$ cat src/rtl/wb_arbiter.sv
// wb_arbiter: two-master Wishbone arbiter with a shared slave port.
//   m0 = CPU data port, m1 = DMA/debug port. Grants are held for as long as
//   the owning master keeps cyc high. Ties in IDLE alternate between the
//   masters, and a slave that stalls a strobe for TIMEOUT_CYCLES cycles gets
//   the transfer terminated with a bus error.
//
// Ports
//   clk_i, rst_i        clock, synchronous active-high reset
//   mN_cyc/stb/adr/we/dat_o/sel   master N request side (N = 0, 1)
//   mN_dat_i/ack/err    master N response side (zero unless N owns the bus)
//   s_cyc/stb/adr/we/dat_o/sel    shared downstream request side
//   s_dat_i/ack/err     downstream response side
//   grant               one-hot owner (bit0 = m0, bit1 = m1), 00 when idle
//   timeout_o           one-cycle pulse on a forced timeout
//
// state   | meaning
// IDLE    | no owner, arbitrating among raised cyc lines
// BUSY_M0 | m0 owns the slave port
// BUSY_M1 | m1 owns the slave port
module wb_arbiter #(
   parameter int WISHBONE_ADDR_WIDTH = 32,
   parameter int WISHBONE_BUS_WIDTH  = 32,
   parameter int TIMEOUT_CYCLES      = 255
) (
   input  logic                            clk_i,
   input  logic                            rst_i,
   input  logic                            m0_cyc,
   input  logic                            m0_stb,
   input  logic [WISHBONE_ADDR_WIDTH-1:0]  m0_adr,
   input  logic                            m0_we,
   input  logic [WISHBONE_BUS_WIDTH-1:0]   m0_dat_o,
   input  logic [WISHBONE_BUS_WIDTH/8-1:0] m0_sel,
   output logic [WISHBONE_BUS_WIDTH-1:0]   m0_dat_i,
   output logic                            m0_ack,
   output logic                            m0_err,
   input  logic                            m1_cyc,
   input  logic                            m1_stb,
   input  logic [WISHBONE_ADDR_WIDTH-1:0]  m1_adr,
   input  logic                            m1_we,
   input  logic [WISHBONE_BUS_WIDTH-1:0]   m1_dat_o,
   input  logic [WISHBONE_BUS_WIDTH/8-1:0] m1_sel,
   output logic [WISHBONE_BUS_WIDTH-1:0]   m1_dat_i,
   output logic                            m1_ack,
   output logic                            m1_err,
   output logic                            s_cyc,
   output logic                            s_stb,
   output logic                            s_we,
   output logic [WISHBONE_ADDR_WIDTH-1:0]  s_adr,
   output logic [WISHBONE_BUS_WIDTH-1:0]   s_dat_o,
   output logic [WISHBONE_BUS_WIDTH/8-1:0] s_sel,
   input  logic [WISHBONE_BUS_WIDTH-1:0]   s_dat_i,
   input  logic                            s_ack,
   input  logic                            s_err,
   output logic [1:0]                      grant,
   output logic                            timeout_o
);

   // State encoding doubles as the one-hot grant vector.
   localparam logic [1:0] IDLE    = 2'b00;
   localparam logic [1:0] BUSY_M0 = 2'b01;
   localparam logic [1:0] BUSY_M1 = 2'b10;

   localparam int CNT_W = ($clog2(TIMEOUT_CYCLES + 1) > 8) ? $clog2(TIMEOUT_CYCLES + 1) : 8;
   localparam logic [CNT_W-1:0] TIMEOUT_TC = CNT_W'(TIMEOUT_CYCLES);

   logic [1:0]                      state;
   logic [1:0]                      state_nxt;
   logic                            last_grant;   // 1 = m1 was granted last
   logic [CNT_W-1:0]                tmo_cnt;

   logic                            busy;
   logic                            sel_cyc;
   logic                            sel_stb;
   logic                            sel_we;
   logic [WISHBONE_ADDR_WIDTH-1:0]  sel_adr;
   logic [WISHBONE_BUS_WIDTH-1:0]   sel_dat;
   logic [WISHBONE_BUS_WIDTH/8-1:0] sel_sel;
   logic                            timeout_hit;

   assign busy = (state != IDLE);

   always_comb begin
      sel_cyc = 1'b0;
      sel_stb = 1'b0;
      sel_we  = 1'b0;
      sel_adr = '0;
      sel_dat = '0;
      sel_sel = '0;
      if (state == BUSY_M0) begin
         sel_cyc = m0_cyc;
         sel_stb = m0_stb;
         sel_we  = m0_we;
         sel_adr = m0_adr;
         sel_dat = m0_dat_o;
         sel_sel = m0_sel;
      end else if (state == BUSY_M1) begin
         sel_cyc = m1_cyc;
         sel_stb = m1_stb;
         sel_we  = m1_we;
         sel_adr = m1_adr;
         sel_dat = m1_dat_o;
         sel_sel = m1_sel;
      end
   end

   // A slave response in the terminal cycle takes priority over the timeout.
   assign timeout_hit = busy && sel_stb && !s_ack && !s_err && (tmo_cnt == TIMEOUT_TC);

   assign s_cyc   = sel_cyc & ~timeout_hit;
   assign s_stb   = sel_stb & ~timeout_hit;
   assign s_we    = sel_we;
   assign s_adr   = sel_adr;
   assign s_dat_o = sel_dat;
   assign s_sel   = sel_sel;

   // Responses are suppressed while reset is asserted so a transfer cut off
   // by reset never completes or errors towards a master.
   assign m0_dat_i  = (state == BUSY_M0) ? s_dat_i : '0;
   assign m1_dat_i  = (state == BUSY_M1) ? s_dat_i : '0;
   assign m0_ack    = (state == BUSY_M0) && s_ack && !rst_i;
   assign m1_ack    = (state == BUSY_M1) && s_ack && !rst_i;
   assign m0_err    = (state == BUSY_M0) && (s_err || timeout_hit) && !rst_i;
   assign m1_err    = (state == BUSY_M1) && (s_err || timeout_hit) && !rst_i;
   assign timeout_o = timeout_hit && !rst_i;
   assign grant     = state;

   always_comb begin
      state_nxt = state;
      case (state)
         IDLE: begin
            if (m0_cyc && m1_cyc)
               state_nxt = last_grant ? BUSY_M0 : BUSY_M1;
            else if (m0_cyc)
               state_nxt = BUSY_M0;
            else if (m1_cyc)
               state_nxt = BUSY_M1;
         end
         BUSY_M0, BUSY_M1: begin
            if (!sel_cyc || timeout_hit)
               state_nxt = IDLE;
         end
         default: state_nxt = IDLE;
      endcase
   end

   always_ff @(posedge clk_i) begin
      if (rst_i) begin
         state      <= IDLE;
         last_grant <= 1'b1;
      end else begin
         state <= state_nxt;
         if (state == IDLE && state_nxt != IDLE)
            last_grant <= (state_nxt == BUSY_M1);
      end
   end

   always_ff @(posedge clk_i) begin
      if (rst_i || !busy || timeout_hit || !sel_cyc || !sel_stb || s_ack || s_err)
         tmo_cnt <= '0;
      else
         tmo_cnt <= tmo_cnt + CNT_W'(1);
   end

endmodule

$ cat config.mk
export PLATFORM = sky130hd
export DESIGN_NAME = wb_arbiter
export DESIGN_NICKNAME = d
export VERILOG_FILES = /design/src/rtl/wb_arbiter.sv
export SDC_FILE = /design/constraint.sdc
export NUM_CORES = 1
export LEC_CHECK = 0
export ABC_AREA = 1
export ABC_CLOCK_PERIOD_IN_PS = 3800
export CAP_MARGIN = 10
export CORE_AREA = 2 2 124 126
export CTS_CLUSTER_DIAMETER = 100
export DETAILED_ROUTE_END_ITERATION = 6
export DIE_AREA = 0 0 126 128
export PLACE_DENSITY = 0.67
export SETUP_SLACK_MARGIN = 0.1
export SLEW_MARGIN = 30
export SYNTH_ARGS = -nofsm -noshare
export SYNTH_HDL_FRONTEND = slang
export SYNTH_SLANG_ARGS = --single-unit
$ cat constraint.sdc
create_clock -name clk_i -period 3.8 [get_ports clk_i]
set_input_delay 0.76 -clock clk_i [delete_from_list [all_inputs] [get_ports clk_i]]
set_output_delay 0.76 -clock clk_i [all_outputs]
set_load 0.03 [all_outputs]
==> results.sh <==
export IMPL_postSynthCellCount=466
export IMPL_viasPerCell=3.960
export IMPL_path_cells="clkdlybuf4s50_1, nand2_1, nand2_2, nand2_2, nor2_4, nand2_2, nand2_1, nand2_1, nor2_1, clkdlybuf4s50_1"
export IMPL_core_area_um2=14860
export IMPL_firstDrtPassIters=4
export IMPL_grt_pass1_wl_um=17510
export IMPL_insertion_delay_ns=0.24
export IMPL_dp_slack_ns=0.4375
export IMPL_p_leak_uw=0.002852
export IMPL_drv_cap=0
export IMPL_synth_seq_cells=11
export IMPL_clkTransAtPathRegs_ns=0.04
export IMPL_port_buffers=319
export IMPL_avgRoutedWirePerCell_um=12.49
export IMPL_fp_dieH_um=128
export IMPL_worstMarginPinSlew_ns=0.6120
export IMPL_die_w_um=126
export IMPL_finalSetupTns_ns=0
export IMPL_relSlewSlack_pct=59.20
export IMPL_max_freq_ghz=0.2957
export IMPL_hpwl_um=9464
export IMPL_place_congestion=0.8103
export IMPL_min_path_type="flip-flop to flip-flop"
export IMPL_critPathSlowestCell="clkdlybuf4s50_1"
export IMPL_drt_iter0_drc=129
export IMPL_placementRows=45
export IMPL_period_needed_ns=3.381
export IMPL_timing_final_ws_setup_ns=0.4187
export IMPL_grt_max_degree=64
export IMPL_antenna_found_initial=0
export IMPL_rsz0062_at_grt="no"
export IMPL_ir_drop_mv=0.1246
export IMPL_drv_slew=0
export IMPL_critPathKind="input port to primary output"
export IMPL_drc=0
export IMPL_drive_above_1_share_pct=3.281
export IMPL_clockBufferDepth=2
export IMPL_status="finished, final reports clean"
export IMPL_cts_resized=0
export IMPL_max_stage_delay_ns=0.67
export IMPL_ios=320
export IMPL_area_delta_synth_final_pct=155.8
export IMPL_ys_types=27
export IMPL_antenna_cells=0
export IMPL_postCtsSetupRepairBufs=0
export IMPL_setup_violations=0
export IMPL_synth_warning_count=0
export IMPL_grt_pass1_vias=3457
export IMPL_cp_max_fo=4
export IMPL_vias=3762
export IMPL_yosysSeqAreaShare_pct=9.972
export IMPL_drt_total_wl_um=11870
export IMPL_ant_nets=0
export IMPL_start_util_pct=14.86
export IMPL_power_uw=1193
export IMPL_cts_tree="done"
export IMPL_cp_start_kind="input port"
export IMPL_skew_ns=0.0008459
export IMPL_min_period_over_period_pct=88.98
export IMPL_cts_sinks=11
export IMPL_track_usage_pct=12.96
export IMPL_synth_top_area_share_pct=37.73
export IMPL_syn_cell_area_um2=2208
export IMPL_power_per_cell_area_nw_per_um2=211.3
export IMPL_syn_area_per_cell_um2=4.739
export IMPL_cts_hold_buffers=0
export IMPL_nets=946
export IMPL_yosysTopAreaCell="nand2_1"
export IMPL_hold_viol=0
export IMPL_root_buffer="clkbuf_16"
export IMPL_syn_nets=649
export IMPL_final_util_pct=38.00
export IMPL_dieArea_um2=16130
export IMPL_post_synth_main_area_contributors="nand2_1 38%, nand3_1 17%, inv_1 14%"
export IMPL_cts_buffers=3
export IMPL_htreeDepth=1
export IMPL_grt_ovfl_total=0
export IMPL_arrival_ns=2.62
export IMPL_required_ns=3.04
export IMPL_end_kind="primary output"
-- synthesized netlist by cell type --
library cell,n
a211oi_1,1
a21boi_0,1
a21boi_4,1
a21oi_1,3
buf_1,1
buf_2,16
buf_4,1
clkbuf_1,14
dfxtp_1,11
ha_1,5
inv_1,80
inv_2,1
inv_6,1
nand2_1,222
nand2_2,3
nand3_1,75
nand3b_4,1
nor2_1,15
nor2_4,2
nor3_1,2
nor3_2,3
nor3b_1,1
o21ai_0,1
o21ai_2,1
or2_2,1
xnor2_1,1
xor2_1,2
-- metrics by stage --
step           instances  hold slack (ns)  cell area (um2)
2_1_floorplan        466           0.4175             2208
3_3_place_gp         946           0.4315             5568
3_5_place_dp         946           0.4466             5568
4_1_cts              950           0.4498             5648
5_1_grt              950           0.4560             5648
6_report             950           0.4609             5648
-- per-layer routing --
layer  track usage (%)  wire length, um
met5                 0                0
met2             22.68             5668
met4            0.7757               39
met3             3.255             1019
met1             16.90             5139
-- report_power, final --
group	switching [uW]	internal (uW)	total (uW)	leakage (uW)
Sequential	4.40	120	124	0.0000891
Combinational	468	409	877	0.00272
Clock	52.4	139	192	0.0000409
-- critical path: cells and delay by family --
| kind | cells | cell delay [ns] |
|---|---|---|
| and+or+nand+nor | 8 | 0.72 |
| buffers and inverters | 2 | 1.13 |
-- logic make-up after synthesis --
| kind of cell | share of synthesized area, % |
|---|---|
| DFF | 9.972 |
| adders and majority gates | 2.833 |
| buffers and inverters | 20.68 |
| and+or+nand+nor | 62.49 |
| AOI/OAI and AO/OA | 2.833 |
| xor gates and xnor gates | 1.190 |
-- registers in the layout, summed over array words and instances (netlist names) --
| signal | count |
|---|---|
| last_grant | 1 |
| grant | 2 |
| tmo_cnt | 8 |
-- worst paths after layout --
| check | slack [ns] | from | end | cells past startpoint |
|---|---|---|---|---|
| max | 0.42 | m1_stb | m1_err | 10 |
| min | 0.46 | tmo_cnt[0] | tmo_cnt[0] | 1 |
| max reg2reg | 1.87 | grant[1] | tmo_cnt[2] | 8 |
| min reg2reg | 0.46 | tmo_cnt[0] | tmo_cnt[0] | 1 |
-- cell usage in the layout, fill, tap and decap left out --
master	netlist	layout
nor3b_1	1	1
inv_1	80	80
xnor2_1	1	1
clkdlybuf4s50_1	0	319
nor3_1	2	2
a211oi_1	1	1
ha_4	0	2
buf_4	1	4
nand2_1	222	222
nand3b_4	1	1
a21boi_4	1	1
xor2_1	2	2
nor2_1	15	15
ha_1	5	3
buf_12	0	1
nand2_2	3	3
a21boi_0	1	1
or2_2	1	1
dfxtp_1	11	11
o21ai_0	1	1
a21oi_1	3	3
nor2_4	2	2
inv_2	1	1
nor3_2	3	3
nand3_1	75	75
o21ai_2	1	1
inv_6	1	1
clkbuf_16	0	3
clkinv_2	0	1
-- layout make-up --
class                      instances  area, um2
clock buffer                       3      75.07
multi-input combinational        341       1556
timing repair buffer             324       3243
tap                              188      235.2
fill                            1581       9216
clock inverter                     1      5.005
sequential                        11      220.2
inverter                          82      312.8
No activity file was read; power rests on OpenSTA's default activity.
